## src/rtl/ahb_arb_pkg.sv

```systemverilog
// ahb_arb_pkg: shared AHB encodings, arbiter state type and burst length lookup
package ahb_arb_pkg;
  localparam logic [1:0] HT_IDLE = 2'b00, HT_BUSY = 2'b01, HT_NONSEQ = 2'b10, HT_SEQ = 2'b11;
  localparam logic [2:0] HB_SINGLE = 3'd0, HB_INCR = 3'd1, HB_WRAP4 = 3'd2, HB_INCR4 = 3'd3;
  localparam logic [2:0] HB_WRAP8 = 3'd4, HB_INCR8 = 3'd5, HB_WRAP16 = 3'd6, HB_INCR16 = 3'd7;
  typedef enum logic [1:0] {ARB, BURST, LOCK} state_t;
  // Beats in a fixed-length burst; 0 means no hold (SINGLE or undefined-length INCR)
  function automatic logic [4:0] burst_len(input logic [2:0] hburst);
    return hburst == HB_SINGLE || hburst == HB_INCR ? 5'd0
         : hburst inside {HB_WRAP4, HB_INCR4} ? 5'd4
         : hburst inside {HB_WRAP8, HB_INCR8} ? 5'd8
         : hburst inside {HB_WRAP16, HB_INCR16} ? 5'd16 : 5'd0;
  endfunction
endpackage

```

## src/rtl/ahb_rr_pick.sv

```systemverilog
// ahb_rr_pick: rotating-priority encoder, first requester after ptr wins
module ahb_rr_pick (
  input  logic [15:0] req,
  input  logic [3:0]  ptr,
  output logic        valid,
  output logic [3:0]  idx
);
  // Scan from farthest to nearest so the closest requester after ptr overwrites the rest
  always_comb begin
    valid = 1'b0;
    idx = 4'd0;
    for (int i = 16; i > 0; i--)
      if (req[ptr + 4'(i)]) begin
        valid = 1'b1;
        idx = ptr + 4'(i);
      end
  end
endmodule

```

## src/rtl/ahb_arbiter.sv

```systemverilog
// ahb_arbiter: round-robin AHB arbiter holding the bus through fixed bursts and locks
module ahb_arbiter
  import ahb_arb_pkg::*;
#(
  parameter int NUM_MASTERS    = 16,
  parameter int DEFAULT_MASTER = 0
) (
  input  logic        HCLK,
  input  logic        HRST,
  input  logic [15:0] HBUSREQ_i,
  input  logic [15:0] HLOCK_i,
  input  logic [1:0]  HTRANS_i,
  input  logic [2:0]  HBURST_i,
  input  logic        HREADY_i,
  output logic [15:0] HGRANT_o,
  output logic [3:0]  HMASTER_o,
  output logic        HMASTLOCK_o
);
  localparam logic [15:0] MASK = NUM_MASTERS >= 16 ? 16'hFFFF : 16'((1 << NUM_MASTERS) - 1);
  localparam logic [3:0] DEF = 4'(DEFAULT_MASTER);
  state_t state, state_n;
  logic [15:0] req;
  logic [4:0] blen;
  logic [3:0] beat_cnt, cnt_n, gidx, gidx_n, rr_ptr, pick_idx;
  logic pick_v, lk, in_burst;
  assign req = HBUSREQ_i & MASK;
  assign lk = HLOCK_i[gidx] & req[gidx];
  assign in_burst = state != ARB && beat_cnt != 4'd0;
  assign blen = burst_len(HBURST_i);
  ahb_rr_pick u_pick (.req(req), .ptr(rr_ptr), .valid(pick_v), .idx(pick_idx));
  // State register, frozen while the bus is stalled
  always_ff @(posedge HCLK)
    if (HRST) state <= ARB;
    else if (HREADY_i) state <= state_n;
  // Next state: a held lock outranks a burst, a burst in flight outranks free arbitration
  always_comb state_n = lk ? LOCK : cnt_n != 4'd0 ? BURST : ARB;
  // Beat counter next value and next grant; grant only moves when nothing holds the bus
  always_comb begin
    cnt_n = HTRANS_i == HT_NONSEQ && blen != 5'd0 ? 4'(blen - 5'd1)
          : !in_burst ? beat_cnt
          : HTRANS_i inside {HT_IDLE, HT_NONSEQ} ? 4'd0
          : HTRANS_i == HT_SEQ ? beat_cnt - 4'd1 : beat_cnt;
    gidx_n = state_n != ARB ? gidx : pick_v ? pick_idx : DEF;
  end
  // Counter, pointer and registered bus outputs; HMASTER_o trails the grant by one accepted phase
  always_ff @(posedge HCLK)
    if (HRST) begin
      beat_cnt <= 4'd0;
      rr_ptr <= DEF;
      gidx <= DEF;
      HGRANT_o <= 16'd1 << DEF;
      HMASTER_o <= DEF;
      HMASTLOCK_o <= 1'b0;
    end else if (HREADY_i) begin
      beat_cnt <= cnt_n;
      if (state_n == ARB && pick_v) rr_ptr <= pick_idx;
      gidx <= gidx_n;
      HGRANT_o <= 16'd1 << gidx_n;
      HMASTER_o <= gidx;
      HMASTLOCK_o <= lk;
    end
endmodule

```

## config.mk

```make
export PLATFORM = sky130hd
export DESIGN_NAME = ahb_arbiter
export DESIGN_NICKNAME = d
export VERILOG_FILES = /design/src/rtl/ahb_arb_pkg.sv /design/src/rtl/ahb_rr_pick.sv /design/src/rtl/ahb_arbiter.sv
export SDC_FILE = /design/constraint.sdc
export NUM_CORES = 1
export LEC_CHECK = 0
export BUFFER_PORTS_ARGS = -buffer_cell sky130_fd_sc_hd__buf_2
export CAP_MARGIN = 20
export CORE_ASPECT_RATIO = 0.5
export CORE_MARGIN = 2
export CORE_UTILIZATION = 44
export DETAILED_ROUTE_END_ITERATION = 6
export PLACE_DENSITY = 0.67
export SLEW_MARGIN = 10
export SYNTH_ARGS = -nofsm -noshare
export SYNTH_HDL_FRONTEND = slang
export SYNTH_SLANG_ARGS = --single-unit
```

## constraint.sdc

```tcl
create_clock -name HCLK -period 4.1 [get_ports HCLK]
set_input_delay 1.025 -clock HCLK [delete_from_list [all_inputs] [get_ports HCLK]]
set_output_delay 1.025 -clock HCLK [all_outputs]
set_load 0.005 [all_outputs]
```

==> summary.txt, run 1 <==
POWER
--------------------------------------------------------------------------------
Power share of the combinational group                                     81.0%
Register share of total power                                              10.2%
Power per unit of standard cell area                                 985 mW/mm^2
Switching portion of total power                                           50.3%
Worst vdd rail ir drop                                                    374 uV
Power dissipated by switching net loads                                  2.46 mW
Leakage Power                                                            2.05 nW
Internal power consumption                                               2.42 mW
Clock network power share                                                   8.8%

CRITICAL PATH
--------------------------------------------------------------------------------
Worst Setup Path Type                                               input port to register
Data required time of the critical path                                  4.27 ns
Worst Path Max Fanout                                                          8
Type of origin of the critical path                                   input port
R2R depth                                                                     13
Signal arrival time at the worst endpoint                                4.11 ns
Endpoint kind of the worst setup timing path                            register

TIMING
--------------------------------------------------------------------------------
Max Clock Freq                                                           254 MHz
Max-slew violation count                                                       0
Worst hold slack after final layout                                     0.444 ns
Unrepaired setup endpoints after global routing                               no
Relative slew slack                                                        37.7%
Total negative slack for setup checks                                       0 ns
Number of hold violations in the final report                                  0
Shortest period the worst path allows                                    3.94 ns
Pin slew with the least headroom to its limit                           0.931 ns
Final period util                                                          96.1%
Final setup skew                                                      0.00444 ns
Setup violation total in the final timing report                               0
Setup ws final                                                          0.159 ns

ROUTE
--------------------------------------------------------------------------------
Via count                                                                  4,333
Violation count after the first detailed-route iteration                     530
Drt wl/cell                                                              18.1 um
Remaining design rule violation count                                          0
Count of TritonRoute iterations in the first routing pass                      4
Via-per-instance ratio                                                      6.20
Post-route antenna net violation count                                         0
Sum of routed wire length over all layers                              12,600 um

FLOORPLANNING
--------------------------------------------------------------------------------
Floorplan die height                                                     71.8 um
Die footprint                                                        0.0100 mm^2
Die span in x                                                             140 um
Core footprint                                                      0.00880 mm^2
Effective utilization at floorplan                                         45.9%
I/O pin count                                                                 61
# rows                                                                        24

FINISH
--------------------------------------------------------------------------------
Fraction of the core area covered by cells at the end of the flow          56.3%
Final standard cell area without fillers                            0.00495 mm^2
Layout Nets                                                                  631
Layout cell share with drive strength beyond 1                             30.6%
Final antenna diode count                                                      0
Syn-to-layout area delta                                                   22.6%

SYNTH
--------------------------------------------------------------------------------
Syn_area_per_cell                                                      8.23 um^2
Number of flops mapped to enable cells by yosys                                0
Flip-flop cell with the highest count after synthesis                    dfxtp_1
Library cell with the largest summed area after synthesis                dfxtp_1
Synthesized area                                                    0.00404 mm^2
Top post-synthesis cells by area                                    dfxtp_1 17%, mux2i_1 11%, mux4_2 11%
Gate Count Post-Synth                                                        491
Synthesized net count                                                        540
Synth top area share                                                       16.8%
Number of storage elements in the synthesis netlist                           34
Async S/R FF share, synth                                                     0%
Post-synthesis cell type count                                                73
Share of the yosys chip area belonging to registers                        16.8%
Yosys synthesis warning count                                                  0

HOLD PATH
--------------------------------------------------------------------------------
Cells on Worst Hold Path                                                       2
Worst min-delay path category                                       register to register

GLOBAL ROUTING
--------------------------------------------------------------------------------
Global route overflow                                                          0
Global-route wire length before repair                                 20,700 um
All-Layer GR Usage                                                         25.2%
Maximum number of pins on one net before global-route repair                  44
Via count of the first global-routing pass                                 4,042
Number of antenna violations at the first check in global routing              0

PLACEMENT
--------------------------------------------------------------------------------
Minimum setup slack after placement                                   -0.0377 ns
Port Buffer Count                                                             59
Placed Instance Area                                                0.00474 mm^2
Final weighted congestion in routability-driven placement                  0.977
Detailed Place HPWL                                                      9540 um

OUTCOME
--------------------------------------------------------------------------------
Status                                                              finished clean

CLOCK TREE
--------------------------------------------------------------------------------
Number of CTS-inserted buffers                                                 5
Clk slew on worst S/H paths                                              0.05 ns
Deepest clock path buffer count                                                2
CTS Root Cell                                                          clkbuf_16
Post-CTS Hold Fix Bufs                                                         0
# Post-CTS Setup Buffers                                                       0
H-tree depth reported by CTS                                                   2
CTS tree                                                                     yes
Clock latency on the worst-skew pair                                     0.28 ns
Clock sink count                                                              34

JOB
--------------------------------------------------------------------------------
Number of max-cap violations                                                   0

state kept, by name (all words and copies together) (netlist names):
name and cells:
beat_cnt 4, gidx 4, HGRANT_o 16, HMASTER_o 4, rr_ptr 4, state 2
metal layers:
metal,track usage [%],wire length [um]
met3,3.61,899
met4,6.56,235
met5,0,0
met1,36.6,6010
met2,39.7,5490
synthesized netlist by cell type, drive strengths merged (3+ instances only):
master / instances
nand2b: 12
nand3: 18
a21oi: 33
nor3: 17
o211ai: 5
nor4: 6
o41ai: 4
a31oi: 5
o211a: 5
a211oi: 7
o22ai: 5
dfxtp: 34
and3: 7
o21ai: 34
a32o: 8
mux2i: 44
nand3b: 4
mux2: 19
nand4: 3
clkbuf: 14
xor2: 7
nor3b: 3
nor2: 38
xnor2: 6
inv: 11
nand2: 47
ha: 9
mux4: 19
o31ai: 7
or2: 5
buf: 13
critical path: stages:
cell,delay (ns)
buf_2,0.14
mux2i_1,0.12
and3_1,0.22
or4_1,0.59
o21ai_0,0.22
a31oi_1,0.11
o211a_1,0.22
o32ai_1,0.65
mux2i_1,0.15
buf_4,0.21
nor3b_2,0.18
a32o_1,0.27
power by group through the flow:
stage                     clock network [mW]  registers [mW]  logic (mW)
final                                  0.432           0.497        3.95
after global routing                   0.453           0.510        4.25
after CTS                              0.436           0.494        3.80
after detailed placement                   0           0.500        3.78
after global placement                     0           0.500        3.77
after floorplan                            0           0.459        2.60
placed cells by master (no fill, tap or decap), types with 5 or more instances in the layout:
master	synthesis	layout
nand2_1	47	47
inv_1	11	11
mux2_2	18	18
nand2b_1	12	12
xnor2_1	6	6
a21oi_1	31	31
xor2_1	6	5
o211a_1	5	5
a31oi_1	5	5
nor2_1	38	38
nor3_1	17	17
and3_1	7	7
mux4_2	19	19
o21ai_0	34	34
buf_4	2	50
a211oi_1	7	7
clkbuf_16	0	5
o211ai_1	5	5
buf_2	7	59
mux2i_1	43	40
o31ai_1	7	7
a32o_1	8	8
dfxtp_1	34	34
nand3_1	18	18
ha_1	9	8
cell families after synthesis:
| kind of cell | count (synthesis) | synth area share [%] |
|---|---|---|
| buf+inv | 39 | 4.43 |
| flops | 34 | 16.8 |
| fa+ha+maj | 9 | 2.79 |
| mux | 82 | 26.9 |
| compound gates | 141 | 24.1 |
| simple gates | 173 | 22.0 |
| xor+xnor | 13 | 3.00 |
what timing repair did:
action | 4_1_cts | 5_1_grt
hold endpoints to repair | 0 | 0
endpoints found under the setup margin | 0 | 18
gates resized for setup | 0 | 10
final cells by class:
class	instances	area [um^2]
Tap cell	117	146
Inverter	12	46.3
Multi-Input combinational cell	418	3210
Sequential cell	34	681
Clock inverter	1	30.0
Timing Repair Buffer	111	697
Fill cell	824	3840
Clock buffer	6	139
path summary, 6_finish.rpt:
| path | start | end | slack, ns |
|---|---|---|---|
| hold reg to reg | HGRANT_o[9] | HGRANT_o[9] | 0.44 |
| hold / removal | HGRANT_o[9] | HGRANT_o[9] | 0.44 |
| setup reg to reg | rr_ptr[0] | HGRANT_o[8] | 0.22 |
| setup / recovery | HBUSREQ_i[10] | HGRANT_o[2] | 0.16 |
metrics by stage:
step	cells	total power [mW]
2_1_floorplan	491	3.06
3_3_place_gp	692	4.27
3_5_place_dp	692	4.28
4_1_cts	699	4.73
5_1_grt	699	5.22
6_report	699	4.88
Note: power is estimated with default switching activity, not from simulation.
==> run 2, diff against run 1 <==
--- a/config.mk
+++ b/config.mk
@@ -7,11 +7,11 @@
 export LEC_CHECK = 0
 export BUFFER_PORTS_ARGS = -buffer_cell sky130_fd_sc_hd__buf_2
 export CAP_MARGIN = 20
-export CORE_ASPECT_RATIO = 0.5
+export CORE_ASPECT_RATIO = 1.75
 export CORE_MARGIN = 2
 export CORE_UTILIZATION = 44
 export DETAILED_ROUTE_END_ITERATION = 6
-export PLACE_DENSITY = 0.67
+export PLACE_DENSITY_LB_ADDON = 0.3
 export SLEW_MARGIN = 10
 export SYNTH_ARGS = -nofsm -noshare
 export SYNTH_HDL_FRONTEND = slang
==> run 2 against run 1 <==
Effect of this change: fmax is 0.65% higher; clock skew rose by 0.0025 ns; worst setup slack better by 0.025 ns; power is 0.47% lower; combinational power about the same; flip-flop and latch count did not move; hold slack improved by 0.0019 ns.
==> summary.txt, run 2 (synthesis gave the netlist of run 1 again) <==
FINISH
--------------------------------------------------------------------------------
Layout Nets                                                                  620   -1.7%
Commonest non-fill, non-tap cell in the layout                             buf_2
Fraction of the core area covered by cells at the end of the flow          54.4%   -1.9 points
Layout cell share with drive strength beyond 1                             30.6%   about the same
Number of fillers in the final layout                                        876   +6.3%
Syn-to-layout area delta                                                   20.9%
Commonest cells after routing, fill and taps aside                  59 x buf_2, 47 x nand2_1, 41 x buf_4
Final antenna diode count                                                      0   unchanged
Max reg flops                                                                 16   unchanged
Biggest register                                                        HGRANT_o

TIMING
--------------------------------------------------------------------------------
Shortest period the worst path allows                                    3.92 ns   -0.0254 ns
Total negative slack for setup checks                                       0 ns   unchanged
Unrepaired setup endpoints after global routing                              yes
Max Clock Freq                                                           255 MHz   +0.65%
Max-slew violation count                                                       0   unchanged
Pin slew with the least headroom to its limit                           0.902 ns   -0.0293 ns
Setup violation total in the final timing report                               0   unchanged
Final setup skew                                                      0.00695 ns   +0.00251 ns
Number of hold violations in the final report                                  0   unchanged
Final period util                                                          95.5%   -0.62 points
Relative slew slack                                                        39.6%   +2.0 points
Worst hold slack after final layout                                     0.446 ns   +0.00195 ns

POWER
--------------------------------------------------------------------------------
Worst vdd rail ir drop                                                    609 uV   +63%
Internal power consumption                                               2.31 mW   -4.7%
Power per unit of standard cell area                                 994 mW/mm^2   +0.93%
Switching portion of total power                                           52.4%   +2.1 points
Clock network power share                                                   8.1%   -0.7 points
Overall power consumption                                                4.86 mW   -0.47%
Power dissipated by switching net loads                                  2.55 mW   +3.7%
Leakage Power                                                            2.00 nW   -2.7%
Register share of total power                                              10.4%   +0.2 points
Power share of the combinational group                                     81.5%   +0.5 points

FLOORPLANNING
--------------------------------------------------------------------------------
Floorplan die height                                                      131 um   +82%
Die footprint                                                        0.0100 mm^2   -0.17%
# rows                                                                        46   +92%
Die span in x                                                            76.4 um   -45%
I/O pin count                                                                 61   unchanged
Effective utilization at floorplan                                         45.0%   -0.92 points
Core footprint                                                      0.00898 mm^2   +2.0%

CLOCK TREE
--------------------------------------------------------------------------------
CTS tree                                                                     yes
Clock sink count                                                              34   unchanged
Clk slew on worst S/H paths                                              0.05 ns   about the same
Deepest clock path buffer count                                                2   unchanged
Post-CTS Hold Fix Bufs                                                         0   unchanged
H-tree depth reported by CTS                                                   2   unchanged
CTS Root Cell                                                          clkbuf_16
Clock latency on the worst-skew pair                                     0.29 ns   about the same
Number of CTS-inserted buffers                                                 5   unchanged

CRITICAL PATH
--------------------------------------------------------------------------------
Top delay family on crit path                                       multiplexers
Signal arrival time at the worst endpoint                                4.14 ns   +0.03 ns
Worst Path Max Fanout                                                          8   unchanged
Slowest cell on the critical path                                         mux4_2
Data required time of the critical path                                  4.33 ns   +0.06 ns
Endpoint kind of the worst setup timing path                            register
Crit path buffers/inverters                                                    3   +1
CP max stage delay                                                       0.58 ns   -0.07 ns
Type of origin of the critical path                                   input port
Worst Setup Path Type                                               input port to register
Cell-by-cell listing of the critical path                           buf_2 -> mux4_2 -> mux4_2 -> clkinv_2 -> a21oi_2 -> or3_1 -> or3b_1 -> a311oi_1 -> a21oi_2 -> buf_4 -> o22ai_2 -> a32o_1

ROUTE
--------------------------------------------------------------------------------
Via-per-instance ratio                                                      6.41   +3.4%
Sum of routed wire length over all layers                              13,500 um   +7.2%
Via count                                                                  4,437   +2.4%
Violation count after the first detailed-route iteration                     491   -7.4%
Post-route antenna net violation count                                         0   unchanged
Remaining design rule violation count                                          0   unchanged
Drt wl/cell                                                              19.6 um   +8.2%
Count of TritonRoute iterations in the first routing pass                      6   +2

PLACEMENT
--------------------------------------------------------------------------------
Port Buffer Count                                                             59   unchanged
Final weighted congestion in routability-driven placement                   1.05   +7.7%
Detailed Place HPWL                                                    10,500 um   +10%

OUTCOME
--------------------------------------------------------------------------------
Status                                                              finished clean

GLOBAL ROUTING
--------------------------------------------------------------------------------
Number of antenna violations at the first check in global routing              0   unchanged
Via count of the first global-routing pass                                 4,209   +4.1%
Global route overflow                                                          0   unchanged
Maximum number of pins on one net before global-route repair                  29   -34%
All-Layer GR Usage                                                         26.6%   +1.4 points
Global-route wire length before repair                                 21,100 um   +2.3%

JOB
--------------------------------------------------------------------------------
Number of max-cap violations                                                   0   unchanged

HOLD PATH
--------------------------------------------------------------------------------
Worst min-delay path category                                       register to register

run 2: cell types whose count changed in the layout (fill, tap and decap cells not counted), sizes merged:
cell,delta
bufinv,-1
clkinv,+1
buf,-11
clkinvlp,+1
run 2: routing by layer:
layer | global-route usage, % | wire length, um
met1 | 26.6 | 4700
met3 | 2.20 | 658
met2 | 50.4 | 7070
met4 | 21.7 | 1100
met5 | 0 | 0
run 2: path summary, 6_finish.rpt:
check	startpoint	endpoint	slack, ns	depth (start not counted)
worst min-delay path	HGRANT_o[9]	HGRANT_o[9]	0.45	2
worst max register to register	rr_ptr[2]	HGRANT_o[14]	0.21	12
worst max-delay path	HBUSREQ_i[9]	HGRANT_o[14]	0.18	12
worst min register to register	HGRANT_o[9]	HGRANT_o[9]	0.45	2
run 2: repair_timing:
item                                    4_1_cts  5_1_grt
pin swaps                                     0        1
gates resized for setup                       1       12
endpoints found under the setup margin        1       15
setup buffers                                 0        1
run 2: area by class of cell:
cell class | count | area (um^2) | area share, %
Clock buffer | 6 | 139 | 2.84
Clock inverter | 2 | 12.5 | 0.256
Inverter | 12 | 46.3 | 0.948
Multi-Input combinational cell | 418 | 3250 | 66.6
Sequential cell | 34 | 681 | 13.9
Tap cell | 120 | 150 | 3.07
Timing Repair Buffer | 100 | 603 | 12.3
run 2: tightest hold or removal path, delay by kind of cell, from the launching register on:
kind | cells | cell delay [ns]
AO/OA/AOI/OAI | 1 | 0.05
flip-flops | 1 | 0.32
AND/OR/NAND/NOR | 1 | 0.05
run 2: stage by stage:
step | worst slack [ns] | std cells | area, um^2
6_report | 0.184 | 692 | 4880
5_1_grt | -0.0400 | 692 | 4880
2_1_floorplan | 0.00743 | 491 | 4060
3_5_place_dp | -0.140 | 683 | 4660
4_1_cts | 0.0825 | 691 | 4810
3_3_place_gp | 0.0156 | 683 | 4660
run 2: power by group through the flow:
stage | sequential, mW | combinational [mW] | clock, mW
final | 0.506 | 3.96 | 0.392
after global routing | 0.515 | 4.23 | 0.404
after CTS | 0.500 | 3.75 | 0.393
after detailed placement | 0.505 | 3.72 | 0
after global placement | 0.503 | 3.65 | 0
after floorplan | 0.459 | 2.60 | 0
==> run 3, diff against run 2 <==
--- a/config.mk
+++ b/config.mk
@@ -11,8 +11,10 @@
 export CORE_MARGIN = 2
 export CORE_UTILIZATION = 44
 export DETAILED_ROUTE_END_ITERATION = 6
+export GPL_TIMING_DRIVEN = 0
 export PLACE_DENSITY_LB_ADDON = 0.3
 export SLEW_MARGIN = 10
 export SYNTH_ARGS = -nofsm -noshare
 export SYNTH_HDL_FRONTEND = slang
+export SYNTH_HIERARCHICAL = 1
 export SYNTH_SLANG_ARGS = --single-unit
==> run 3 against run 2 <==
Effect of this change: the run now ends with negative setup slack left; first-iteration DRC count shrank 16%; wire length increased by 6.6%; highest routed layer unchanged; power fell by 0.65%; fmax is 5.7% lower; die area fell by 2.0%; critical endpoint is now HGRANT_o[7].
==> summary.txt, run 3 <==
TIMING
------------------------------------------------------------------------------------
Unrepaired setup endpoints after global routing                                  yes
Setup violation total in the final timing report                                   7   +7
Shortest period the worst path allows                                        4.15 ns   +0.238 ns
Relative slew slack                                                            42.2%   +2.5 points
Setup ws final                                                            -0.0539 ns   -0.238 ns
Max Clock Freq                                                               241 MHz   -5.7%
Pin slew with the least headroom to its limit                               0.863 ns   -0.0388 ns
Max-slew violation count                                                           0   unchanged
Final setup skew                                                          0.00222 ns   -0.00473 ns
Number of hold violations in the final report                                      0   unchanged
Final period util                                                               101%   +5.8 points

FINISH
------------------------------------------------------------------------------------
Layout cell share with drive strength beyond 1                                 32.6%   +2.0 points
Max reg flops                                                                     16   unchanged
Fraction of the core area covered by cells at the end of the flow              57.8%   +3.4 points
Number of fillers in the final layout                                            799   -8.8%
Syn-to-layout area delta                                                       27.6%
Commonest cells after routing, fill and taps aside                      62 x buf_2, 62 x nand2_1, 39 x nor2_1
Layout Nets                                                                      643   +3.7%
Biggest register                                                            HGRANT_o
Final antenna diode count                                                          0   unchanged

PLACEMENT
------------------------------------------------------------------------------------
Port Buffer Count                                                                 58   -1.7%
Minimum setup slack after placement                                        -0.800 ns   -0.660 ns
Detailed Place HPWL                                                        10,700 um   +1.6%
Final weighted congestion in routability-driven placement                       1.00   -5.0%

GLOBAL ROUTING
------------------------------------------------------------------------------------
Number of antenna violations at the first check in global routing                  0   unchanged
All-Layer GR Usage                                                             31.1%   +4.5 points
Global-route wire length before repair                                     22,900 um   +8.2%
Global route overflow                                                              0   unchanged
Via count of the first global-routing pass                                     4,573   +8.6%
Maximum number of pins on one net before global-route repair                      13   -55%

SYNTH
------------------------------------------------------------------------------------
Share of the yosys chip area belonging to registers                            17.2%   +0.37 points
Synth top area share                                                           17.2%   +0.37 points
Syn_area_per_cell                                                          7.93 um^2   -3.7%
Synthesized net count                                                            548   +1.5%
Synthesized area                                                        0.00396 mm^2   -2.1%
Largest family of logic cells by synthesized area                       compound AO/OA/AOI/OAI gates
Adder-cell area share of the yosys netlist                                     2.85%   +0.061 points
Yosys synthesis warning count                                                      6   +6
Parity-gate share of the synthesized area counting xor and xnor cells          3.48%   +0.48 points
Library cell with the largest summed area after synthesis                    dfxtp_1
Count leader, synth                                                          nand2_1
Fraction of the mapped netlist area in compound gates                          23.9%   -0.20 points
Top post-synthesis cells by area                                        dfxtp_1 17%, mux4_2 13%, nand2_1 6.1%
Number of storage elements in the synthesis netlist                               34   unchanged
Gate Count Post-Synth                                                            499   +1.6%
Async S/R FF share, synth                                                         0%   unchanged
Commonest cells in the netlist                                          64 x nand2_1, 42 x nor2_1, 34 x a21oi_1, 34 x dfxtp_1, 28 x nand3_1
Flip-flop cell with the highest count after synthesis                        dfxtp_1
Number of flops mapped to enable cells by yosys                                    0   unchanged
Simple-gate portion of the synthesized area                                    23.5%   +1.6 points
Post-synthesis cell type count                                                    72   -1.4%
Proportion of synthesized area in mux cells                                    23.2%   -3.7 points

FLOORPLANNING
------------------------------------------------------------------------------------
Floorplan die height                                                          129 um   -1.0%
# rows                                                                            45   -2.2%
Core footprint                                                          0.00873 mm^2   -2.8%
Effective utilization at floorplan                                             45.3%   +0.31 points
Die span in x                                                                75.7 um   -1.0%
Die footprint                                                           0.00979 mm^2   -2.0%
I/O pin count                                                                     61   unchanged

CRITICAL PATH
------------------------------------------------------------------------------------
Endpoint kind of the worst setup timing path                                register
Data required time of the critical path                                      4.28 ns   -0.05 ns
Signal arrival time at the worst endpoint                                    4.33 ns   +0.19 ns
Type of origin of the critical path                                         register
Worst flop-to-flop path startpoint                                         rr_ptr[0]
R2R depth                                                                         14   +2
Worst Setup Path Type                                                   register to register
Endpoint of the lowest-slack register-to-register path                   HGRANT_o[7]
Worst Path Max Fanout                                                              6   -2
Reg2Reg Setup Slack                                                         -0.05 ns   -0.26 ns

CLOCK TREE
------------------------------------------------------------------------------------
Number of CTS-inserted buffers                                                     5   unchanged
Deepest clock path buffer count                                                    2   unchanged
Clk slew on worst S/H paths                                                  0.05 ns   about the same
CTS tree                                                                         yes
CTS Root Cell                                                              clkbuf_16
Clock latency on the worst-skew pair                                         0.28 ns   about the same
H-tree depth reported by CTS                                                       2   unchanged
Clock sink count                                                                  34   unchanged
Post-CTS Hold Fix Bufs                                                             0   unchanged

HOLD PATH
------------------------------------------------------------------------------------
Cells on Worst Hold Path                                                           2   unchanged
Worst min-delay path category                                           register to register
Endpoint of the worst hold path                                         HMASTER_o[3]
Hold wc startpoint                                                      HMASTER_o[3]

POWER
------------------------------------------------------------------------------------
Power dissipated by switching net loads                                      2.45 mW   -3.9%
Internal power consumption                                                   2.38 mW   +2.9%
Power share of the combinational group                                         82.4%   +0.9 points
Clock network power share                                                       8.8%   +0.7 points
Leakage Power                                                                2.01 nW   +0.57%
Overall power consumption                                                    4.83 mW   -0.65%
Register share of total power                                                   8.9%   -1.5 points
Worst vdd rail ir drop                                                        749 uV   +23%
Switching portion of total power                                               50.7%   -1.7 points
Power per unit of standard cell area                                     956 mW/mm^2   -3.9%

ROUTE
------------------------------------------------------------------------------------
Sum of routed wire length over all layers                                  14,400 um   +6.6%
Via count                                                                      4,573   +3.1%
Via-per-instance ratio                                                          6.42   +0.17%
Violation count after the first detailed-route iteration                         412   -16%
Post-route antenna net violation count                                             0   unchanged
Remaining design rule violation count                                              0   unchanged
Count of TritonRoute iterations in the first routing pass                          5   -1
Drt wl/cell                                                                  20.3 um   +3.6%

OUTCOME
------------------------------------------------------------------------------------
Status                                                                  finished with violations
Failing checks                                                          negative setup slack

JOB
------------------------------------------------------------------------------------
Number of max-cap violations                                                       0   unchanged

## run 3: cell type report
| type | count | area [um^2] | share of cell area [%] |
|---|---|---|---|
| plain buffers | 28 | 179 | 3.54 |
| clock buffers | 5 | 125 | 2.48 |
| clock inverters | 3 | 40.0 | 0.793 |
| inverters | 19 | 81.3 | 1.61 |
| multi-input cells | 416 | 3260 | 64.5 |
| flip-flops and latches | 34 | 686 | 13.6 |
| well taps | 117 | 146 | 2.90 |
| repair buffers | 90 | 534 | 10.6 |
## run 3: worst max path at each step
stage	from	end	slack [ns]	cells past startpoint
global route	rr_ptr[0]	HGRANT_o[2]	-0.17	15
finish	rr_ptr[0]	HGRANT_o[7]	-0.05	14
CTS	rr_ptr[0]	HGRANT_o[7]	0.009	15
detailed placement	rr_ptr[1]	HGRANT_o[11]	-0.80	13
floorplan	rr_ptr[0]	HGRANT_o[2]	0.02	18
global placement	rr_ptr[1]	HGRANT_o[11]	-0.77	13
## run 3: logic make-up (layout without fill, tap and decap cells)
logic type                 Yosys count  count (layout)
and+or+nand+nor                    195             195
AOI/OAI and AO/OA                  138             138
muxes                               60              60
buffers and inverters               49             145
DFF                                 34              34
xor gates and xnor gates            14              14
adders and majority gates            9               9
## run 3: per-layer routing
layer | wire (um) | track usage, % | vias to the layer above
li1 | - | - | 2092
met2 | 7300 | 53.9 | 262
met4 | 1520 | 26.5 | 0
met5 | 0 | 0 | -
met1 | 4630 | 30.9 | 2120
met3 | 979 | 4.67 | 99
## run 3: through the flow
| step | instances | area, um^2 | hold slack, ns | setup TNS, ns |
|---|---|---|---|---|
| 2_1_floorplan | 499 | 3970 | 0.454 | 0 |
| 3_3_place_gp | 674 | 4410 | 0.457 | -12.55 |
| 3_5_place_dp | 674 | 4410 | 0.461 | -13.08 |
| 4_1_cts | 706 | 4880 | 0.472 | 0 |
| 5_1_grt | 712 | 5050 | 0.494 | -2.26 |
| 6_report | 712 | 5050 | 0.471 | -0.190 |
## run 3: worst max-delay path, cell delays in order (launching register included)
cell and delay (ns):
dfxtp_2 0.35, buf_12 0.12, buf_12 0.11, clkinvlp_4 0.13, ha_4 0.37, mux4_2 0.59
mux4_2 0.59, or3_4 0.40, a311oi_2 0.28, nor4_2 0.08, nor3_2 0.28, a211oi_4 0.14
and3_4 0.23, a21o_1 0.17, a32o_1 0.20
## run 3: power by group through the flow
stage / Clock [mW] / Combinational, mW / Sequential, mW
2_1_floorplan: 0 / 2.30 / 0.423
3_3_place_gp: 0 / 2.98 / 0.427
3_5_place_dp: 0 / 3.02 / 0.429
4_1_cts: 0.431 / 3.50 / 0.428
5_1_grt: 0.443 / 4.22 / 0.436
6_report: 0.423 / 3.97 / 0.429
## run 3: timing repair
item,in CTS,in global routing
buffers inserted,25,7
endpoints found under the hold margin,0,0
resized for setup,36,32
setup endpoints to repair,24,20
pin swaps,10,21
